--- config.mk ---
export PLATFORM = sky130hd
export DESIGN_NAME = seg_scan_driver
export DESIGN_NICKNAME = d
export VERILOG_FILES = /design/src/rtl/seg_scan_driver.sv
export SDC_FILE = /design/constraint.sdc
export NUM_CORES = 1
export LEC_CHECK = 0
export CAP_MARGIN = 20
export CORE_MARGIN = 4
export CORE_UTILIZATION = 45
export DETAILED_ROUTE_END_ITERATION = 6
export PLACE_DENSITY_LB_ADDON = 0.25
export SKIP_CTS_REPAIR_TIMING = 1
export SLEW_MARGIN = 20
export SYNTH_ARGS = -nofsm -noshare
export SYNTH_HDL_FRONTEND = slang
export SYNTH_SLANG_ARGS = --single-unit
--- constraint.sdc ---
create_clock -name clk -period 3.8 [get_ports clk]
set_input_delay 0.57 -clock clk [delete_from_list [all_inputs] [get_ports clk]]
set_output_delay 0.57 -clock clk [all_outputs]
set_load 0.02 [all_outputs]
--- src/rtl/seg_scan_driver.sv ---
// seg_scan_driver
// Scans a common-anode 4-digit 7-segment display that is fed by an external
// 4-digit multiplexer. The block drives the digit index to the multiplexer,
// decodes the digit value it returns, and drives the display pins.
// Every digit change opens a blanking window, so a digit never lights before
// its own segment data reaches the pins.
//
// Optional feature macro: DIM_EN. When it is defined, a `duty` port is added
// and each digit's on-time is shortened to give brightness control.
//
// Parameters:
//   SCAN_DIV      clk cycles each digit stays selected (4 .. 2^20)
//   BLANK_CYCLES  cycles the anodes stay off after each select change
//                 (2 .. SCAN_DIV-1)
//
// Ports:
//   clk     system clock; all logic updates on posedge
//   rst     synchronous active-high reset
//   cnt     [3:0] digit value from the multiplexer, valid 1 cycle after select
//   dot     decimal-point request from the multiplexer, active low
//   duty    [2:0] brightness, 7 = full (only when DIM_EN is defined)
//   select  [1:0] registered digit index to the multiplexer
//   an      [3:0] anode enables, active low; an[i] lights digit i
//   seg     [6:0] registered segments {g,f,e,d,c,b,a}, active low
//   dp      registered decimal point, active low
module seg_scan_driver #(
  parameter int SCAN_DIV     = 50000,
  parameter int BLANK_CYCLES = 2
) (
  input  logic       clk,
  input  logic       rst,
  input  logic [3:0] cnt,
  input  logic       dot,
`ifdef DIM_EN
  input  logic [2:0] duty,
`endif
  output logic [1:0] select,
  output logic [3:0] an,
  output logic [6:0] seg,
  output logic       dp
);

  localparam int PW = (SCAN_DIV > 1) ? $clog2(SCAN_DIV) : 1;
  localparam int BW = $clog2(BLANK_CYCLES + 1);
  localparam logic [PW-1:0] PRESC_MAX  = PW'(SCAN_DIV - 1);
  localparam logic [BW-1:0] BLANK_LOAD = BW'(BLANK_CYCLES);

  logic [PW-1:0] presc_reg, presc_next;
  logic [1:0]    sel_reg, sel_next;
  logic [BW-1:0] blank_reg, blank_next;
  logic [6:0]    seg_reg, seg_next;
  logic          dp_reg;
  logic          tick;
  logic          dim_off;
  logic          lit;

  assign tick = (presc_reg == PRESC_MAX);

  always_comb begin
    presc_next = presc_reg + PW'(1);
    sel_next   = sel_reg;
    blank_next = blank_reg;
    if (tick) begin
      presc_next = '0;
      sel_next   = sel_reg + 2'd1;
      // A fresh digit always restarts the blanking window.
      blank_next = BLANK_LOAD;
    end else if (blank_reg != '0) begin
      blank_next = blank_reg - BW'(1);
    end
  end

  // Hex decode, active low {g,f,e,d,c,b,a}. Unknown input leaves all segments dark.
  always_comb begin
    seg_next = 7'b1111111;
    case (cnt)
      4'h0: seg_next = 7'b1000000;
      4'h1: seg_next = 7'b1111001;
      4'h2: seg_next = 7'b0100100;
      4'h3: seg_next = 7'b0110000;
      4'h4: seg_next = 7'b0011001;
      4'h5: seg_next = 7'b0010010;
      4'h6: seg_next = 7'b0000010;
      4'h7: seg_next = 7'b1111000;
      4'h8: seg_next = 7'b0000000;
      4'h9: seg_next = 7'b0010000;
      4'hA: seg_next = 7'b0001000;
      4'hB: seg_next = 7'b0000011;
      4'hC: seg_next = 7'b1000110;
      4'hD: seg_next = 7'b0100001;
      4'hE: seg_next = 7'b0000110;
      4'hF: seg_next = 7'b0001110;
      default: seg_next = 7'b1111111;
    endcase
  end

  always_ff @(posedge clk) begin
    if (rst) begin
      presc_reg <= '0;
      sel_reg   <= 2'd0;
      blank_reg <= BLANK_LOAD;
      seg_reg   <= 7'b1111111;
      dp_reg    <= 1'b1;
    end else begin
      presc_reg <= presc_next;
      sel_reg   <= sel_next;
      blank_reg <= blank_next;
      seg_reg   <= seg_next;
      dp_reg    <= dot;
    end
  end

`ifdef DIM_EN
  // duty is registered so the anode decode depends only on internal state.
  // It simply follows the port and needs no reset value.
  logic [2:0]  duty_reg;
  logic [31:0] on_limit;

  always_ff @(posedge clk) begin
    duty_reg <= duty;
  end

  // The prescaler is zero at the start of every digit period, so it also
  // serves as the position within the current digit.
  always_comb begin
    on_limit = 32'(BLANK_CYCLES)
             + ((32'(duty_reg) + 32'd1) * 32'(SCAN_DIV - BLANK_CYCLES)) / 32'd8;
    dim_off  = (32'(presc_reg) >= on_limit);
  end
`else
  assign dim_off = 1'b0;
`endif

  assign lit = (blank_reg == '0) && !dim_off;

  // One-hot active-low anode decode taken only from registered state.
  genvar gi;
  generate
    for (gi = 0; gi < 4; gi++) begin : g_anode
      assign an[gi] = ~(lit && (sel_reg == 2'(gi)));
    end
  endgenerate

  assign select = sel_reg;
  assign seg    = seg_reg;
  assign dp     = dp_reg;

endmodule

==> summary.txt, run 1 <==
Detailed routing
  – Routed wire length: 2570 um
  – Initial drt markers: 40
  – Residual DRC: 0
  – Routed vias: 1067
  – Post-DR vias/cell: 4.92
  – Pre-Repair DR Iteration Count: 4
  – Detail Route Antenna Nets: 0
  – Post-detailed-route wirelength per cell: 11.8 um

Layout
  – Final nets: 194
  – Post-layout util: 0.559
  – Area of all sequential standard cells: 561 um^2
  – Number of antenna diodes: 0
  – Fill cell total of the finished layout: 273
  – Synthesis-to-layout area growth: 20.1%
  – Final Instance Count excl. Fillers: 217
  – Share of post-route cells with drive strength above 1: 0.0809
  – Flip-flop count of the largest register, all copies and words added: 16
  – Multi-input gate area: 779 um^2

Floorplanning
  – IO Pins: 21
  – Height of the die: 64.0 um
  – Width of the die: 64.0 um
  – Placeable core region: 0.00303 mm^2
  – Initial Utilization: 0.466
  – Area enclosed by the die boundary: 0.00409 mm^2
  – Cell row count: 20

STA
  – Final setup vio count: 0
  – Post-route fraction of the period consumed by the critical path: 0.603
  – Worst setup margin: 1510 ps
  – Fin. max-slew vios: 0
  – Setup TNS: 0 ps
  – Final Hold Violating Endpoints: 0
  – Worst slew slack as a fraction of its limit: 0.608
  – Fin crit period: 2290 ps
  – Least-Margin Pin Slew: 588 ps
  – Timing-limited maximum frequency: 437 MHz
  – Unrepaired setup endpoints after global routing: false
  – Worst clock skew: 1.89 ps

Synthesis
  – Post-synthesis sequential area ratio: 0.398
  – Post-synthesis instance area: 0.00141 mm^2
  – Gate Count Post-Synth: 155
  – Count of flip-flops with a built-in enable after synthesis: 0
  – Share of async-settable or async-resettable flops after synthesis: 0
  – Most frequently used flop master after synthesis: dfxtp_1
  – Synthesized netlist net count: 175
  – Mean instance size in the synthesized netlist: 9.10 um^2
  – Synth Warn #: 0
  – Synth unique cells: 34
  – Yosys reg bits: 28

Setup path
  – CP max FO: 6
  – Data required time at the worst endpoint: 3230 ps
  – Endpoint kind of the worst setup timing path: primary output
  – CP max stage cell: clkdlybuf4s50_1
  – Type of the setup path with the least slack: flop to primary output
  – Crit path cell chain: inv_1 > ha_1 > nand2_1 > clkdlybuf4s50_1
  – Data arrival time of the worst path: 1720 ps
  – Launching element type of the critical path: flop
  – Peak per-stage delay on the critical path: 610 ps

Global routing
  – Fraction of met2 tracks used by global routing: 0.237
  – Met1 track demand over resource in global routing: 0.151
  – Number of global-route vias before repair: 1035
  – Global-route usage over all layers: 0.132
  – Largest net degree at the start of global routing: 18
  – Initial antenna violation count: 0
  – Met3 track utilization from global routing: 0.0193
  – Busiest metal layer after global routing: met2
  – Global-route wire length before repair: 4400 um
  – GRT overflow: 0

Hold path
  – Class of the worst hold path: flop to flop

Pwr
  – Leakage dissipation: 0.673 nW
  – Power consumption: 635 uW
  – Pwr Density: 375 mW/mm^2
  – VDD IR-drop max: 0.174 mV

CTS
  – Source-to-sink clock delay at the later pin of the worst-skew pair: 320 ps
  – TritonCTS clock tree: yes
  – Worst-path clk slew: 150 ps
  – Number of sinks handled by clock tree synthesis: 28
  – Number of H-tree branching levels: 1
  – Bufs on Longest Clock Path: 2
  – Number of clock buffers inserted by TritonCTS: 3
  – Cell at the root of the clock tree: clkbuf_4

Run status
  – Status: finished, final reports clean

Placed design
  – HPWL after DPL: 2020 um
  – Weighted congestion at the end of routability-driven global placement: 0.834
  – Worst slack at placement: 1270 ps
  – Count of placed standard cells including taps: 213
  – Buffers on Ports: 20

Flow run
  – Max-cap check violation count: 0
[path summary, 6_finish.rpt]
check	from	slack (ps)	to	cells after the start
worst max-delay path	blank_reg[0]	1510	an[0]	4
worst min-delay path	presc_reg[15]	500	presc_reg[15]	2
worst max register to register	presc_reg[0]	1860	blank_reg[1]	5
worst min register to register	presc_reg[15]	500	presc_reg[15]	2
[power breakdown]
| group | switching (mW) | internal [mW] |
|---|---|---|
| registers | 0.00915 | 0.313 |
| clock network | 0.0860 | 0.107 |
| logic | 0.0619 | 0.0585 |
[cells in the mapped netlist, types with 4 or more instances]
library cell  number  area share
dfxtp_1           28        0.40
ha_1              13        0.12
inv_1             12       0.032
mux2i_1            5       0.035
nand2_1            8       0.021
nand3_1            5       0.018
nor2_1            24       0.064
nor3_1             5       0.018
nor4_1             4       0.018
o21ai_0            4       0.014
xnor2_1           12       0.075
xor2_1             4       0.025
[placed cells by master (no fill, tap or decap), drive strengths merged, types with 5 or more instances in the layout]
master         count
xnor2             12
dfxtp             28
nand2              8
or2                5
inv               12
nor3               5
clkdlybuf4s50     20
ha                13
nor2              24
mux2i              5
nand3              6
[cells by family (layout without fill, tap and decap cells)]
group,Yosys count,count (layout),synth area share
buffers and inverters,18,36,0.0497
xor gates and xnor gates,16,16,0.0994
AOI/OAI and AO/OA,11,11,0.0479
DFF,28,28,0.398
muxes,7,7,0.0594
and+or+nand+nor,62,62,0.231
adders and majority gates,13,13,0.115
[metrics by stage]
stage / instance area, um^2 / hold slack [ps]
final: 1690 / 497
after global routing: 1690 / 517
after CTS: 1690 / 497
after detailed placement: 1640 / 475
after global placement: 1640 / 450
after floorplan: 1410 / 440
[routing by layer]
metal  wire, um  up-vias
li1           -      549
met1       1100      501
met2       1380       13
met3         45        4
met4         39        0
met5          0        -
[layout make-up]
class                      instances  area share
clock inverter                     1      0.0177
multi-input combinational        109       0.460
timing repair buffer              20       0.118
sequential                        28       0.331
clock buffer                       3      0.0133
tap                               44      0.0325
inverter                          12      0.0266
[critical path: cells and delay by family (launching register included)]
| family | cells | cell delay, ps |
|---|---|---|
| buffers and inverters | 2 | 660 |
| adder cells (fa/ha/maj) | 1 | 270 |
| flip-flops | 1 | 380 |
| AND/OR/NAND/NOR | 1 | 90 |
(Power assumes the default switching activity.)
==> run 2: changes to the inputs <==
==> constraint.sdc (replaced) <==
create_clock -name clk -period 2.1 [get_ports clk]
set_input_delay 0.315 -clock clk [delete_from_list [all_inputs] [get_ports clk]]
set_output_delay 0.315 -clock clk [all_outputs]
set_load 0.02 [all_outputs]
==> run 2 against run 1 <==
Register-to-register slack lost 1400 ps. Wire length increased by 5.6%. Largest power group unchanged. Hold slack better by 2.8 ps. Clock skew about the same. Critical path type is now input port to flop. Setup slack worse by 1200 ps. Die area is the same. Cell area is 1.9% higher. Global-route usage grew 1.7 points.
==> summary.txt, run 2 (synthesis results as in run 1) <==
Floorplanning
  – Placeable core region: 0.00303 mm^2 (unchanged)
  – Width of the die: 64.0 um (unchanged)
  – Height of the die: 64.0 um (unchanged)
  – Cell row count: 20 (unchanged)
  – IO Pins: 21 (unchanged)
  – Area enclosed by the die boundary: 0.00409 mm^2 (unchanged)
  – Initial Utilization: 0.466 (unchanged)

Global routing
  – GRT overflow: 0 (unchanged)
  – Number of global-route vias before repair: 1126 (+8.8%)
  – Global-route wire length before repair: 4930 um (+12%)
  – Global-route usage over all layers: 0.149 (+0.0172)
  – Initial antenna violation count: 0 (unchanged)
  – Largest net degree at the start of global routing: 16 (-2)

Pwr
  – Leakage dissipation: 0.694 nW (+3.1%)
  – Power consumption: 1.03 mW (+62%)
  – Internal Dissipation: 745 uW (+56%)
  – VDD IR-drop max: 0.212 mV (+22%)
  – Pwr Density: 594 mW/mm^2 (+58%)
  – Register share of total power: 0.568 (+0.061)
  – Comb pwr share: 0.219 (+0.029)
  – Clock group share of total power: 0.212 (-0.091)
  – Net switching power: 281 uW (+79%)
  – Share of total power consumed by net switching: 0.274 (+0.0264)

Setup path
  – Type of the setup path with the least slack: input port to flop
  – Buf+Inv Stages, Crit Path: 3 (+1)
  – Cell with the most instances on the worst path: inv_1
  – Endpoint kind of the worst setup timing path: flop
  – Data arrival time of the worst path: 1970 ps (+250 ps)
  – CP max stage cell: clkdlybuf4s50_1
  – Crit path cell chain: clkdlybuf4s50_1 > inv_1 > ha_1 > inv_1 > mux4_2 > or2_2
  – Reg-to-reg slack, setup: 420 ps (-1440 ps)
  – Path depth of the worst reg2reg path: 6 (+1)
  – Launching element type of the critical path: input port
  – CP max FO: 5 (-1)
  – Reg2Reg Launch Point: presc_reg[0]
  – Largest delay share family, worst path: buffers and inverters
  – Worst r2r dst: presc_reg[15]
  – Data required time at the worst endpoint: 2330 ps (-900 ps)
  – Peak per-stage delay on the critical path: 480 ps (-130 ps)

Detailed routing
  – Residual DRC: 0 (unchanged)
  – Post-DR vias/cell: 4.94 (+0.41%)
  – Routed vias: 1101 (+3.2%)
  – Pre-Repair DR Iteration Count: 4 (unchanged)
  – Initial drt markers: 77 (+93%)
  – Post-detailed-route wirelength per cell: 12.1 um (+2.7%)
  – Detail Route Antenna Nets: 0 (unchanged)
  – Routed wire length: 2710 um (+5.6%)

STA
  – Least-Margin Pin Slew: 324 ps (-264 ps)
  – Worst-case hold slack: 500 ps (+2.81 ps)
  – Unrepaired setup endpoints after global routing: false
  – Timing-limited maximum frequency: 574 MHz
  – Post-route fraction of the period consumed by the critical path: 0.830
  – Worst clock skew: 1.73 ps (-0.153 ps)
  – Fin crit period: 1740 ps
  – Fin. max-slew vios: 0 (unchanged)
  – Setup TNS: 0 ps (unchanged)
  – Final Hold Violating Endpoints: 0 (unchanged)
  – Final setup vio count: 0 (unchanged)
  – Worst slew slack as a fraction of its limit: 0.782 (+0.174)

Layout
  – Synthesis-to-layout area growth: 22.4%
  – Flip-flop count of the largest register, all copies and words added: 16 (unchanged)
  – Final nets: 201 (+3.6%)
  – Most frequent cells in the layout: dfxtp_1 (28), nor2_1 (24), clkdlybuf4s50_1 (16)
  – Share of post-route cells with drive strength above 1: 0.112 (+0.0308)
  – Number of antenna diodes: 0 (unchanged)
  – Most frequent standard cell in the layout excluding fill and tap cells: dfxtp_1

Hold path
  – Class of the worst hold path: flop to flop
  – Startpoint of the tightest hold check path: presc_reg[0]
  – WHS Endpoint: presc_reg[0]
  – Hold Path Stages: 1 (-1)

CTS
  – Number of H-tree branching levels: 1 (unchanged)
  – Worst-path clk slew: 140 ps (about the same)
  – Cell at the root of the clock tree: clkbuf_4
  – Bufs on Longest Clock Path: 2 (unchanged)
  – Number of sinks handled by clock tree synthesis: 28 (unchanged)
  – TritonCTS clock tree: yes
  – Source-to-sink clock delay at the later pin of the worst-skew pair: 320 ps (about the same)
  – Number of clock buffers inserted by TritonCTS: 3 (unchanged)

Flow run
  – Max-cap check violation count: 0 (unchanged)

Placed design
  – Buffers on Ports: 20 (unchanged)
  – HPWL after DPL: 2140 um (+6.4%)
  – Weighted congestion at the end of routability-driven global placement: 0.872 (+4.5%)

Run status
  – Status: finished, final reports clean
## run 2: changes by cell type in the layout (fill, tap and decap cells not counted), sizes merged
cell,delta
bufinv,-1
clkdlybuf4s50,-4
dlymetal6s2s,+4
buf,+7
## run 2: how the worst max path moves through the flow
stage,startpoint,end,slack (ps),depth (start not counted)
after global placement,cnt[0],seg[3],70,6
after global routing,presc_reg[0],presc_reg[12],280,6
after floorplan,presc_reg[0],presc_reg[10],550,7
after detailed placement,cnt[0],seg[3],-0.9,6
after CTS,blank_reg[0],an[0],60,4
final,cnt[0],seg[3],360,6
## run 2: per-stage QoR
stage	worst slack [ps]	area, um^2	utilization	std cells
6_report	358	1730	0.570	223
5_1_grt	281	1730	0.570	223
4_1_cts	56.2	1720	0.567	223
3_5_place_dp	-0.929	1690	0.559	220
3_3_place_gp	68.4	1690	0.559	220
2_1_floorplan	549	1410	-	155
## run 2: layout make-up
type | instances | area [um^2]
fill | 281 | 1300
inverter | 12 | 45.0
clock buffer | 3 | 22.5
sequential | 28 | 561
timing repair buffer | 27 | 263
multi-input combinational | 109 | 779
tap | 44 | 55.1
## run 2: power groups by stage
stage / Combinational [mW] / Clock [mW] / Sequential [mW]
2_1_floorplan: 0.128 / 0 / 0.607
3_3_place_gp: 0.218 / 0 / 0.593
3_5_place_dp: 0.230 / 0 / 0.595
4_1_cts: 0.231 / 0.223 / 0.584
5_1_grt: 0.253 / 0.250 / 0.587
6_report: 0.225 / 0.218 / 0.583
## run 2: routing by layer
metal  wire length (um)  GRT usage
met1               1170      0.174
met2               1440      0.275
met3                 54     0.0176
met4                 47     0.0566
met5                  0          0
==> run 3: changes to the inputs <==
==> constraint.sdc (replaced) <==
create_clock -name clk -period 1.55 [get_ports clk]
set_input_delay 0.2325 -clock clk [delete_from_list [all_inputs] [get_ports clk]]
set_output_delay 0.2325 -clock clk [all_outputs]
set_load 0.02 [all_outputs]
==> run 3 against run 2 <==
Core utilization is 5.2 points higher. Flip-flop and latch count stayed put. Sequential power is 35% higher. Clock power is 34% higher. Critical path depth is 5 lower. Cell area is 9.2% higher. Highest routed layer unchanged.
==> summary.txt, run 3 (synthesis results as in run 1) <==
Global routing
  – Global-route wire length before repair: 4880 um (-1.1%)
  – Number of global-route vias before repair: 1210 (+7.5%)
  – Largest net degree at the start of global routing: 15 (-1)
  – Global-route usage over all layers: 0.151 (+0.00191)
  – Initial antenna violation count: 0 (unchanged)
  – GRT overflow: 0 (unchanged)

Flow run
  – Max-cap check violation count: 0 (unchanged)

STA
  – Setup TNS: 0 ps (unchanged)
  – Least-Margin Pin Slew: 329 ps (+4.56 ps)
  – Timing-limited maximum frequency: 661 MHz
  – Worst slew slack as a fraction of its limit: 0.779 (-0.00307)
  – Worst clock skew: 13.1 ps (+11.4 ps)
  – Worst-case hold slack: 365 ps (-135 ps)
  – Worst setup margin: 36.5 ps (-321 ps)
  – Fin crit period: 1510 ps
  – Final Hold Violating Endpoints: 0 (unchanged)
  – Final setup vio count: 0 (unchanged)
  – Fin. max-slew vios: 0 (unchanged)
  – Post-route fraction of the period consumed by the critical path: 0.976

Setup path
  – Worst r2r dst: presc_reg[12]
  – CP max FO: 1 (-4)
  – Buf+Inv Stages, Crit Path: 1 (-2)
  – Path depth of the worst reg2reg path: 5 (-1)
  – Data arrival time of the worst path: 1280 ps (-690 ps)
  – CP max stage cell: clkdlybuf4s50_1
  – Endpoint kind of the worst setup timing path: primary output
  – Crit path cell chain: clkdlybuf4s50_1
  – Peak per-stage delay on the critical path: 610 ps (+130 ps)
  – Reg-to-reg slack, setup: 50 ps (-370 ps)
  – Type of the setup path with the least slack: flop to primary output
  – Largest delay share family, worst path: buffers and inverters
  – Reg2Reg Launch Point: presc_reg[0]
  – Data required time at the worst endpoint: 1320 ps (-1010 ps)
  – Launching element type of the critical path: flop

Floorplanning
  – Height of the die: 64.0 um (unchanged)
  – IO Pins: 21 (unchanged)
  – Area enclosed by the die boundary: 0.00409 mm^2 (unchanged)
  – Initial Utilization: 0.466 (unchanged)
  – Cell row count: 20 (unchanged)
  – Placeable core region: 0.00303 mm^2 (unchanged)
  – Width of the die: 64.0 um (unchanged)

Layout
  – Most frequent cells in the layout: nor2_1 (24), buf_4 (24), dfxtp_1 (23)
  – Post-layout util: 0.622 (+0.0525)
  – Flip-flop count of the largest register, all copies and words added: 16 (unchanged)
  – Number of antenna diodes: 0 (unchanged)
  – Final nets: 218 (+8.5%)
  – Final Instance Count excl. Fillers: 240 (+7.6%)
  – Synthesis-to-layout area growth: 33.6%
  – Share of post-route cells with drive strength above 1: 0.270 (+0.159)

Hold path
  – Hold Path Stages: 4 (+3)
  – Startpoint of the tightest hold check path: cnt[0]
  – WHS Endpoint: seg[1]
  – Class of the worst hold path: input port to flop

Detailed routing
  – Routed vias: 1170 (+6.3%)
  – Detail Route Antenna Nets: 0 (unchanged)
  – Post-DR vias/cell: 4.88 (-1.3%)
  – Routed wire length: 2980 um (+9.9%)
  – Pre-Repair DR Iteration Count: 4 (unchanged)
  – Initial drt markers: 31 (-60%)
  – Residual DRC: 0 (unchanged)
  – Post-detailed-route wirelength per cell: 12.4 um (+2.1%)

Pwr
  – VDD IR-drop max: 0.402 mV (+90%)
  – Leakage dissipation: 0.829 nW (+19%)
  – Pwr Density: 753 mW/mm^2 (+27%)

CTS
  – Worst-path clk slew: 140 ps (about the same)
  – Cell at the root of the clock tree: clkbuf_4
  – Number of sinks handled by clock tree synthesis: 28 (unchanged)
  – TritonCTS clock tree: yes
  – Number of H-tree branching levels: 1 (unchanged)
  – Number of clock buffers inserted by TritonCTS: 3 (unchanged)
  – Bufs on Longest Clock Path: 2 (unchanged)
  – Source-to-sink clock delay at the later pin of the worst-skew pair: 330 ps (about the same)

Placed design
  – Worst slack at placement: -444 ps (-443 ps)
  – Count of placed standard cells including taps: 237 (+7.7%)
  – Buffers on Ports: 20 (unchanged)
  – HPWL after DPL: 2330 um (+8.7%)
  – Weighted congestion at the end of routability-driven global placement: 0.856 (-1.8%)

Run status
  – Status: finished, final reports clean
## run 3: changes by cell type in the layout (fill, tap and decap cells not counted), moves of 2 or more
cell,before,now
inv_2,0,2
inv_1,12,10
nor4_1,4,2
dfxtp_2,0,5
clkbuf_2,0,3
ha_1,13,10
dfxtp_1,28,23
ha_2,0,2
dlymetal6s2s_1,4,6
nor4_2,0,2
buf_4,7,24
clkdlybuf4s50_1,16,11
## run 3: worst max-delay path by stage
stage	from	end	cells after the start
CTS	select[0]	an[0]	4
global route	dp	dp	1
floorplan	presc_reg[0]	blank_reg[1]	6
detailed placement	cnt[1]	seg[3]	6
finish	seg[6]	seg[6]	1
global placement	cnt[0]	seg[3]	6
## run 3: cell type report
cell class | count | area, um^2
timing repair buffer | 44 | 380
tap | 44 | 55.1
clock buffer | 3 | 22.5
multi-input combinational | 109 | 815
sequential | 28 | 567
inverter | 12 | 45.0
fill | 267 | 1140
## run 3: power by group
part	switching [mW]	internal [mW]	leakage, nW
Combinational	0.165	0.172	0.583
Clock	0.201	0.0913	0.0138
Sequential	0.0220	0.767	0.232
Total	0.388	1.03	0.829
## run 3: metrics by stage
step	instance area (um^2)	power (mW)
after floorplan	1410	0.997
after global placement	1820	1.13
after detailed placement	1820	1.15
after CTS	1840	1.45
after global routing	1880	1.50
final	1880	1.42
## run 3: metal layers
layer | global-route usage | up-vias | wire (um)
li1 | - | 596 | -
met1 | 0.160 | 551 | 1210
met2 | 0.276 | 15 | 1650
met3 | 0.0193 | 8 | 42
met4 | 0.0997 | 0 | 72
met5 | 0 | - | 0
